[config.mk]
export PLATFORM = sky130hd
export DESIGN_NAME = fetch_unit
export DESIGN_NICKNAME = d
export VERILOG_FILES = /design/src/rtl/pa_pkg.sv /design/src/rtl/fetch_queue.sv /design/src/rtl/fetch_unit.sv
export SDC_FILE = /design/constraint.sdc
export NUM_CORES = 1
export LEC_CHECK = 0
export CORE_MARGIN = 4
export CORE_UTILIZATION = 45
export CTS_BUF_LIST = sky130_fd_sc_hd__clkbuf_16
export CTS_CLUSTER_DIAMETER = 80
export DETAILED_ROUTE_END_ITERATION = 10
export GPL_ROUTABILITY_DRIVEN = 1
export PLACE_DENSITY = 0.8
export SLEW_MARGIN = 10
export SYNTH_ARGS = -nofsm -noshare
export SYNTH_HDL_FRONTEND = slang
export SYNTH_SLANG_ARGS = --single-unit
[constraint.sdc]
create_clock -name clock_i -period 2.5 [get_ports clock_i]
set_clock_uncertainty 0.2 [all_clocks]
set_input_delay 0.5 -clock clock_i [delete_from_list [all_inputs] [get_ports clock_i]]
set_output_delay 0.5 -clock clock_i [all_outputs]
set_load 0.05 [all_outputs]
[src/rtl/pa_pkg.sv]
// rtl/pa_pkg.sv - shared widths, instruction field layout and decode helper for the fetch unit
package pa_pkg;

  localparam int INSTR_W    = 32;
  localparam int ADDR_W     = 16;

  localparam int BRANCH_BIT = 31;
  localparam int FORMAT_BIT = 30;
  localparam int OPCODE_LSB = 23;
  localparam int OPCODE_W   = 7;
  localparam int PRIM_LSB   = 18;
  localparam int PRIM_W     = 5;
  localparam int SEC_LSB    = 2;
  localparam int SEC_W      = 16;

  typedef enum logic [1:0] {
    FUNC_ARITH  = 2'd0,
    FUNC_LDST   = 2'd1,
    FUNC_BRANCH = 2'd2,
    FUNC_REG    = 2'd3
  } func_type_e;

  typedef struct packed {
    logic [INSTR_W-1:0] word;
    logic [ADDR_W-1:0]  pc;
  } fetch_entry_t;

  typedef struct packed {
    logic                is_branch;
    logic                instr_format;
    logic [OPCODE_W-1:0] opcode;
    logic [PRIM_W-1:0]   prim_operand;
    logic [SEC_W-1:0]    sec_operand;
  } instr_fields_t;

  // Bits 1:0 of the word are reserved and deliberately not decoded.
  function automatic instr_fields_t decode_word(input logic [INSTR_W-1:0] word);
    instr_fields_t f;
    f.is_branch    = word[BRANCH_BIT];
    f.instr_format = word[FORMAT_BIT];
    f.opcode       = word[OPCODE_LSB +: OPCODE_W];
    f.prim_operand = word[PRIM_LSB +: PRIM_W];
    f.sec_operand  = word[SEC_LSB +: SEC_W];
    return f;
  endfunction

endpackage

[src/rtl/fetch_queue.sv]
// rtl/fetch_queue.sv - 2-entry {word, pc} FIFO with push, pop, flush and occupancy
module fetch_queue
  import pa_pkg::*;
(
  input  logic         clock_i,
  input  logic         reset_i,
  input  logic         flush_i,
  input  logic         push_i,
  input  fetch_entry_t push_data_i,
  input  logic         pop_i,
  output fetch_entry_t head_o,
  output logic [1:0]   count_o,
  output logic         empty_o
);

  fetch_entry_t mem_q [2];
  fetch_entry_t mem_d [2];
  logic         rd_ptr_q, rd_ptr_d;
  logic         wr_ptr_q, wr_ptr_d;
  logic [1:0]   count_q, count_d;

  // Push and pop together on a full queue is legal; push on full without pop is prevented upstream.
  always_comb begin
    mem_d    = mem_q;
    rd_ptr_d = rd_ptr_q;
    wr_ptr_d = wr_ptr_q;
    count_d  = count_q;
    if (flush_i) begin
      rd_ptr_d = 1'b0;
      wr_ptr_d = 1'b0;
      count_d  = 2'd0;
    end else begin
      if (push_i) begin
        mem_d[wr_ptr_q] = push_data_i;
        wr_ptr_d        = ~wr_ptr_q;
      end
      if (pop_i) begin
        rd_ptr_d = ~rd_ptr_q;
      end
      count_d = count_q + {1'b0, push_i} - {1'b0, pop_i};
    end
  end

  always_ff @(posedge clock_i) begin
    if (reset_i) begin
      mem_q    <= '{default: '0};
      rd_ptr_q <= 1'b0;
      wr_ptr_q <= 1'b0;
      count_q  <= 2'd0;
    end else begin
      mem_q    <= mem_d;
      rd_ptr_q <= rd_ptr_d;
      wr_ptr_q <= wr_ptr_d;
      count_q  <= count_d;
    end
  end

  assign head_o  = mem_q[rd_ptr_q];
  assign count_o = count_q;
  assign empty_o = (count_q == 2'd0);

endmodule

[src/rtl/fetch_unit.sv]
// rtl/fetch_unit.sv - instruction fetch with 2-deep queue, redirect flush; FETCH_PERF_COUNTERS_EN adds fetch/squash counters
module fetch_unit
  import pa_pkg::*;
#(
  parameter logic [ADDR_W-1:0] RESET_PC = 16'h0000
) (
  input  logic                clock_i,
  input  logic                reset_i,
  input  logic                enable_i,
  input  logic                stall_i,
  input  logic                redirect_i,
  input  logic [ADDR_W-1:0]   redirectAddr_i,
  output logic                imemReq_o,
  output logic [ADDR_W-1:0]   imemAddr_o,
  input  logic [INSTR_W-1:0]  imemData_i,
  output logic                enable_o,
  output logic                isBranch_o,
  output logic                instructionFormat_o,
  output logic [OPCODE_W-1:0] opcode_o,
  output logic [PRIM_W-1:0]   primOperand_o,
  output logic [SEC_W-1:0]    secOperand_o,
  output logic [ADDR_W-1:0]   pc_o
`ifdef FETCH_PERF_COUNTERS_EN
  ,
  output logic [31:0]         fetchCount_o,
  output logic [15:0]         squashCount_o
`endif
);

  logic [ADDR_W-1:0] pc_q, pc_d;
  logic              inflight_q, inflight_d;
  logic [ADDR_W-1:0] inflight_pc_q, inflight_pc_d;
  logic              out_valid_q, out_valid_d;
  instr_fields_t     out_fields_q, out_fields_d;
  logic [ADDR_W-1:0] out_pc_q, out_pc_d;

  logic              imem_req;
  logic [1:0]        outstanding;
  logic              pop_out;
  logic              q_push, q_pop, q_empty;
  logic [1:0]        q_count;
  fetch_entry_t      q_head, resp_entry, head_entry;

  fetch_queue u_queue (
    .clock_i     (clock_i),
    .reset_i     (reset_i),
    .flush_i     (redirect_i),
    .push_i      (q_push),
    .push_data_i (resp_entry),
    .pop_i       (q_pop),
    .head_o      (q_head),
    .count_o     (q_count),
    .empty_o     (q_empty)
  );

  // Queued entries plus the one response still on the bus bound new requests.
  assign outstanding = q_count + {1'b0, inflight_q};
  assign imem_req    = enable_i && !redirect_i && !reset_i && (outstanding < 2'd2);
  assign imemReq_o   = imem_req;
  assign imemAddr_o  = pc_q;

  // An arriving response bypasses the empty queue so decode sees it two cycles after the request.
  always_comb begin
    resp_entry      = '0;
    resp_entry.word = imemData_i;
    resp_entry.pc   = inflight_pc_q;
    head_entry      = q_empty ? resp_entry : q_head;
    pop_out         = (!q_empty || inflight_q) && !stall_i && !redirect_i;
    q_pop           = pop_out && !q_empty;
    q_push          = inflight_q && !redirect_i && !(pop_out && q_empty);
  end

  always_comb begin
    pc_d          = pc_q;
    inflight_d    = imem_req;
    inflight_pc_d = inflight_pc_q;
    out_valid_d   = 1'b0;
    out_fields_d  = out_fields_q;
    out_pc_d      = out_pc_q;
    if (redirect_i) begin
      pc_d = redirectAddr_i;
    end else begin
      if (imem_req) begin
        pc_d          = pc_q + 16'd1;
        inflight_pc_d = pc_q;
      end
      if (pop_out) begin
        out_valid_d  = 1'b1;
        out_fields_d = decode_word(head_entry.word);
        out_pc_d     = head_entry.pc;
      end
    end
  end

  always_ff @(posedge clock_i) begin
    if (reset_i) begin
      pc_q          <= RESET_PC;
      inflight_q    <= 1'b0;
      inflight_pc_q <= '0;
      out_valid_q   <= 1'b0;
      out_fields_q  <= '0;
      out_pc_q      <= '0;
    end else begin
      pc_q          <= pc_d;
      inflight_q    <= inflight_d;
      inflight_pc_q <= inflight_pc_d;
      out_valid_q   <= out_valid_d;
      out_fields_q  <= out_fields_d;
      out_pc_q      <= out_pc_d;
    end
  end

  assign enable_o            = out_valid_q;
  assign isBranch_o          = out_fields_q.is_branch;
  assign instructionFormat_o = out_fields_q.instr_format;
  assign opcode_o            = out_fields_q.opcode;
  assign primOperand_o       = out_fields_q.prim_operand;
  assign secOperand_o        = out_fields_q.sec_operand;
  assign pc_o                = out_pc_q;

`ifdef FETCH_PERF_COUNTERS_EN
  logic [31:0] fetch_count_q, fetch_count_d;
  logic [15:0] squash_count_q, squash_count_d;

  always_comb begin
    fetch_count_d  = fetch_count_q;
    squash_count_d = squash_count_q;
    if (out_valid_d && (fetch_count_q != 32'hFFFF_FFFF)) begin
      fetch_count_d = fetch_count_q + 32'd1;
    end
    if (redirect_i && (squash_count_q != 16'hFFFF)) begin
      squash_count_d = squash_count_q + 16'd1;
    end
  end

  always_ff @(posedge clock_i) begin
    if (reset_i) begin
      fetch_count_q  <= '0;
      squash_count_q <= '0;
    end else begin
      fetch_count_q  <= fetch_count_d;
      squash_count_q <= squash_count_d;
    end
  end

  assign fetchCount_o  = fetch_count_q;
  assign squashCount_o = squash_count_q;
`endif

endmodule

==> results by group <==
Layout
  • Number of fill cells in the layout: 1,338
  • Final non-filler cell total: 1,158
  • Antenna diode count: 0
  • Share of cells above drive strength 1: 0.1320
  • Area delta synth->final: 29.63%
  • Nets: 990
  • Final Cell Area: 9175 um^2

Critical path
  • Crit Path Max Fanout: 6
  • Critical Path Source: imemAddr_o[14]
  • Crit path kind: reg -> out
  • Crit. End Element: output port
  • CP max stage delay: 0.86 ns
  • R2r startpoint: u_queue.count_o[1]
  • Crit-path cells: clkdlybuf4s50_1
  • Startpoint types: register
  • Critical path buffer and inverter count: 1
  • Crit path DAT: 1.75 ns
  • Crit path max-delay family: buffers and inverters
  • CP max-delay cell: clkdlybuf4s50_1
  • CP Data Required Time: 1.80 ns

Global route
  • GRT Total Usage: 0.2074
  • First-pass GRT wire length: ~30,000 um
  • Initial antenna violation count: 0
  • Total grt overflow: 0
  • Largest net degree at the start of global routing: 93
  • Vias in the first global route: around 6,200

Placement
  • DP Wirelength: 11,470 um
  • Cell Area, Placed: approximately 8600 um^2
  • Port buffer count: 114
  • Worst slack after detailed placement: -0.3471 ns
  • Placed Cells: 1,125
  • Gpl congestion: 0.8295

CTS
  • CTS tree: done
  • Total CTS buffers: 17
  • Clk sink count: 176
  • Maximum root-to-sink buffer count: 2
  • H-tree Lvls: 4
  • Root Buffer: clkbuf_16
  • Clk pin slew, worst setup/hold paths: 0.06 ns
  • Clk_lat worst skew: 0.43 ns

STA
  • Tmin final: roughly 2.5 ns
  • Rel. slew slack: 0.3751
  • Final setup violation count: 0
  • Fmax: 0.4079 GHz
  • PnR worst setup slack: a little under 0.05 ns
  • Final setup TNS: 0 ns
  • Final worst-path cycle share: 0.9807
  • Final hold vios: 0
  • Final max-slew violation count: 0
  • Slew @ Worst Pin: about 0.94 ns
  • RSZ-0062 raised after global routing: false

Routing
  • M1 WL: between 8000 and 9000 um
  • Avg Vias per Cell: ~5.6
  • Drt total wl: 18,480 um
  • Final ANT Viol Nets: 0
  • Detailed Route Iter0 Violations: a little under 600
  • Residual DRC: 0
  • Wire length per cell: 15.96 um
  • DR pass1 iterations: 8
  • Via count: 6,460
  • Met2 wire len: 8876 um
  • DR WL met3: roughly 1100 um
  • Top sig layer: met4

Synthesis
  • Post-synth EDFFs: 0
  • Cell Area, Synth: 7078 um^2
  • Yosys warnings: 0
  • Top-area cell type share of the netlist area: 0.4978
  • Post-Syn Nets: 886
  • Compound-cell area share of the yosys netlist: 0.1854
  • Largest family of logic cells by synthesized area: simple AND/OR/NAND/NOR gates
  • Yosys reg bits: ~180
  • Mux contribution to synthesized area: 0.07460
  • Simple-Gate Fraction of Synth Area: 0.1927
  • Post-synth top flop: dfxtp_1
  • XOR/XNOR share of the synthesized area: 0.003712
  • Count leader, synth: nand2_1
  • Synthesized area per cell: 8.517 um^2
  • Synthesized instance count: 831
  • Post-synth top cells: nand2_1 (233), dfxtp_1 (176), a21oi_1 (115)
  • Yosys top cell by area: dfxtp_1
  • Distinct cells, synth: between 40 and 50
  • Post-synthesis adder-cell area fraction: 0.003535
  • Asr flop ratio synth: 0
  • Post-synthesis sequential area ratio: 0.4978
  • Synth top area cells: dfxtp_1 (50%), nand2_1 (12%), a21oi_1 (8.1%)

Power
  • Max VDD drop: 0.5036 mV
  • PnR Total Power: 5.653 mW
  • Cell area power density: roughly 600 nW/um^2
  • Leakage power: about 3.2 nW
  • Clock power frac: 0.415
  • Pint: between 4 and 5 mW
  • Net Switching: roughly 1.3 mW
  • Switch share: 0.2312
  • Flop pwr share: 0.509
  • Combinational power share: 0.076

Job
  • Max cap viols: 0

Die
  • Site Rows: 45
  • Die span in x: approximately 130 um
  • Die area: 17,800 um^2
  • Boundary Pins: 117
  • Starting density of the core: 0.4622
  • Core Area: 15,310 um^2
  • Die H: 133.4 um

Run status
  • Outcome: completed

Min path
  • Worst hold path class: reg -> reg
  • Worst hold path startpoint: u_queue.mem_q[34]
==> layout make-up <==
| cell class | instances | area [um^2] | area share |
|---|---|---|---|
| clock buffers | 17 | 425.4 | 0.04637 |
| clock inverters | 14 | 87.58 | 0.009546 |
| inverters | 6 | 26.28 | 0.002864 |
| multi-input cells | 580 | 3289 | 0.3585 |
| flip-flops and latches | 176 | 3526 | 0.3843 |
| well taps | 211 | 264.0 | 0.02877 |
| repair buffers | 154 | 1556 | 0.1696 |
==> what timing repair did <==
action | CTS | global route
endpoints found under the setup margin | 1 | 5
buffers inserted | 2 | 0
pin swaps | 2 | 1
gates resized for setup | 4 | 5
hold buffers | 0 | 0
==> stage by stage <==
step	util	hold slack (ns)
floorplan	-	0.2329
global placement	0.5636	0.2380
detailed placement	0.5636	0.2454
CTS	0.5984	0.2535
global route	0.5991	0.2695
finish	0.5991	0.2494
==> registers in the layout, indices dropped and copies added (netlist names), 2 cells and up <==
signal,flops
u_queue.mem_q,92
opcode_o,7
inflight_pc_q,16
secOperand_o,16
u_queue.count_o,2
primOperand_o,5
imemAddr_o,16
pc_o,16
==> worst paths after layout <==
| kind | depth (start not counted) | end | slack, ns |
|---|---|---|---|
| min reg2reg | 2 | u_queue.mem_q[34] | 0.25 |
| max reg2reg | 6 | imemAddr_o[13] | 0.17 |
| max | 1 | imemAddr_o[14] | 0.05 |
| min | 2 | u_queue.mem_q[34] | 0.25 |
==> layer usage <==
layer | vias up | global-route usage
met5 | - | 0
met4 | 0 | 0.08629
met2 | 215 | 0.3363
met1 | 3067 | 0.2724
li1 | 3144 | -
met3 | 34 | 0.03927
==> layout by cell type, fill, tap and decap left out, types with 2 or more instances in the layout <==
cell,n
and3_1,2
a222oi_1,46
nand2_1,233
dlygate4sd2_1,2
a21oi_1,115
o311ai_1,4
and3_2,2
nor3_1,4
dlymetal6s2s_1,4
nor3_2,2
or4_1,7
dfxtp_1,174
or3_1,4
xnor2_1,2
a31oi_1,12
and2_1,3
o22ai_1,4
mux2_2,46
o211ai_1,4
clkbuf_16,17
nor2_1,49
ha_1,2
buf_4,33
clkdlybuf4s50_1,106
clkinv_2,7
nand3_1,3
o31a_1,5
dfxtp_2,2
nand4_1,7
o21ai_0,2
buf_12,9
nand2b_1,5
inv_1,10
==> power by group through the flow <==
stage	sequential (mW)	clock, mW	combinational [mW]
2_1_floorplan	3.01	0	0.149
3_3_place_gp	2.94	0	0.423
3_5_place_dp	2.94	0	0.424
4_1_cts	2.88	2.38	0.430
5_1_grt	2.88	2.50	0.459
6_report	2.88	2.34	0.430
==> cells by family (layout without fill, tap and decap cells) <==
kind of cell               count (synthesis)  after routing
and+or+nand+nor                          329            329
AOI/OAI and AO/OA                        199            199
DFF                                      176            176
buffers and inverters                     75            191
muxes                                     47             47
xor gates and xnor gates                   3              3
adders and majority gates                  2              2
Note: power is estimated with default switching activity, not from simulation.
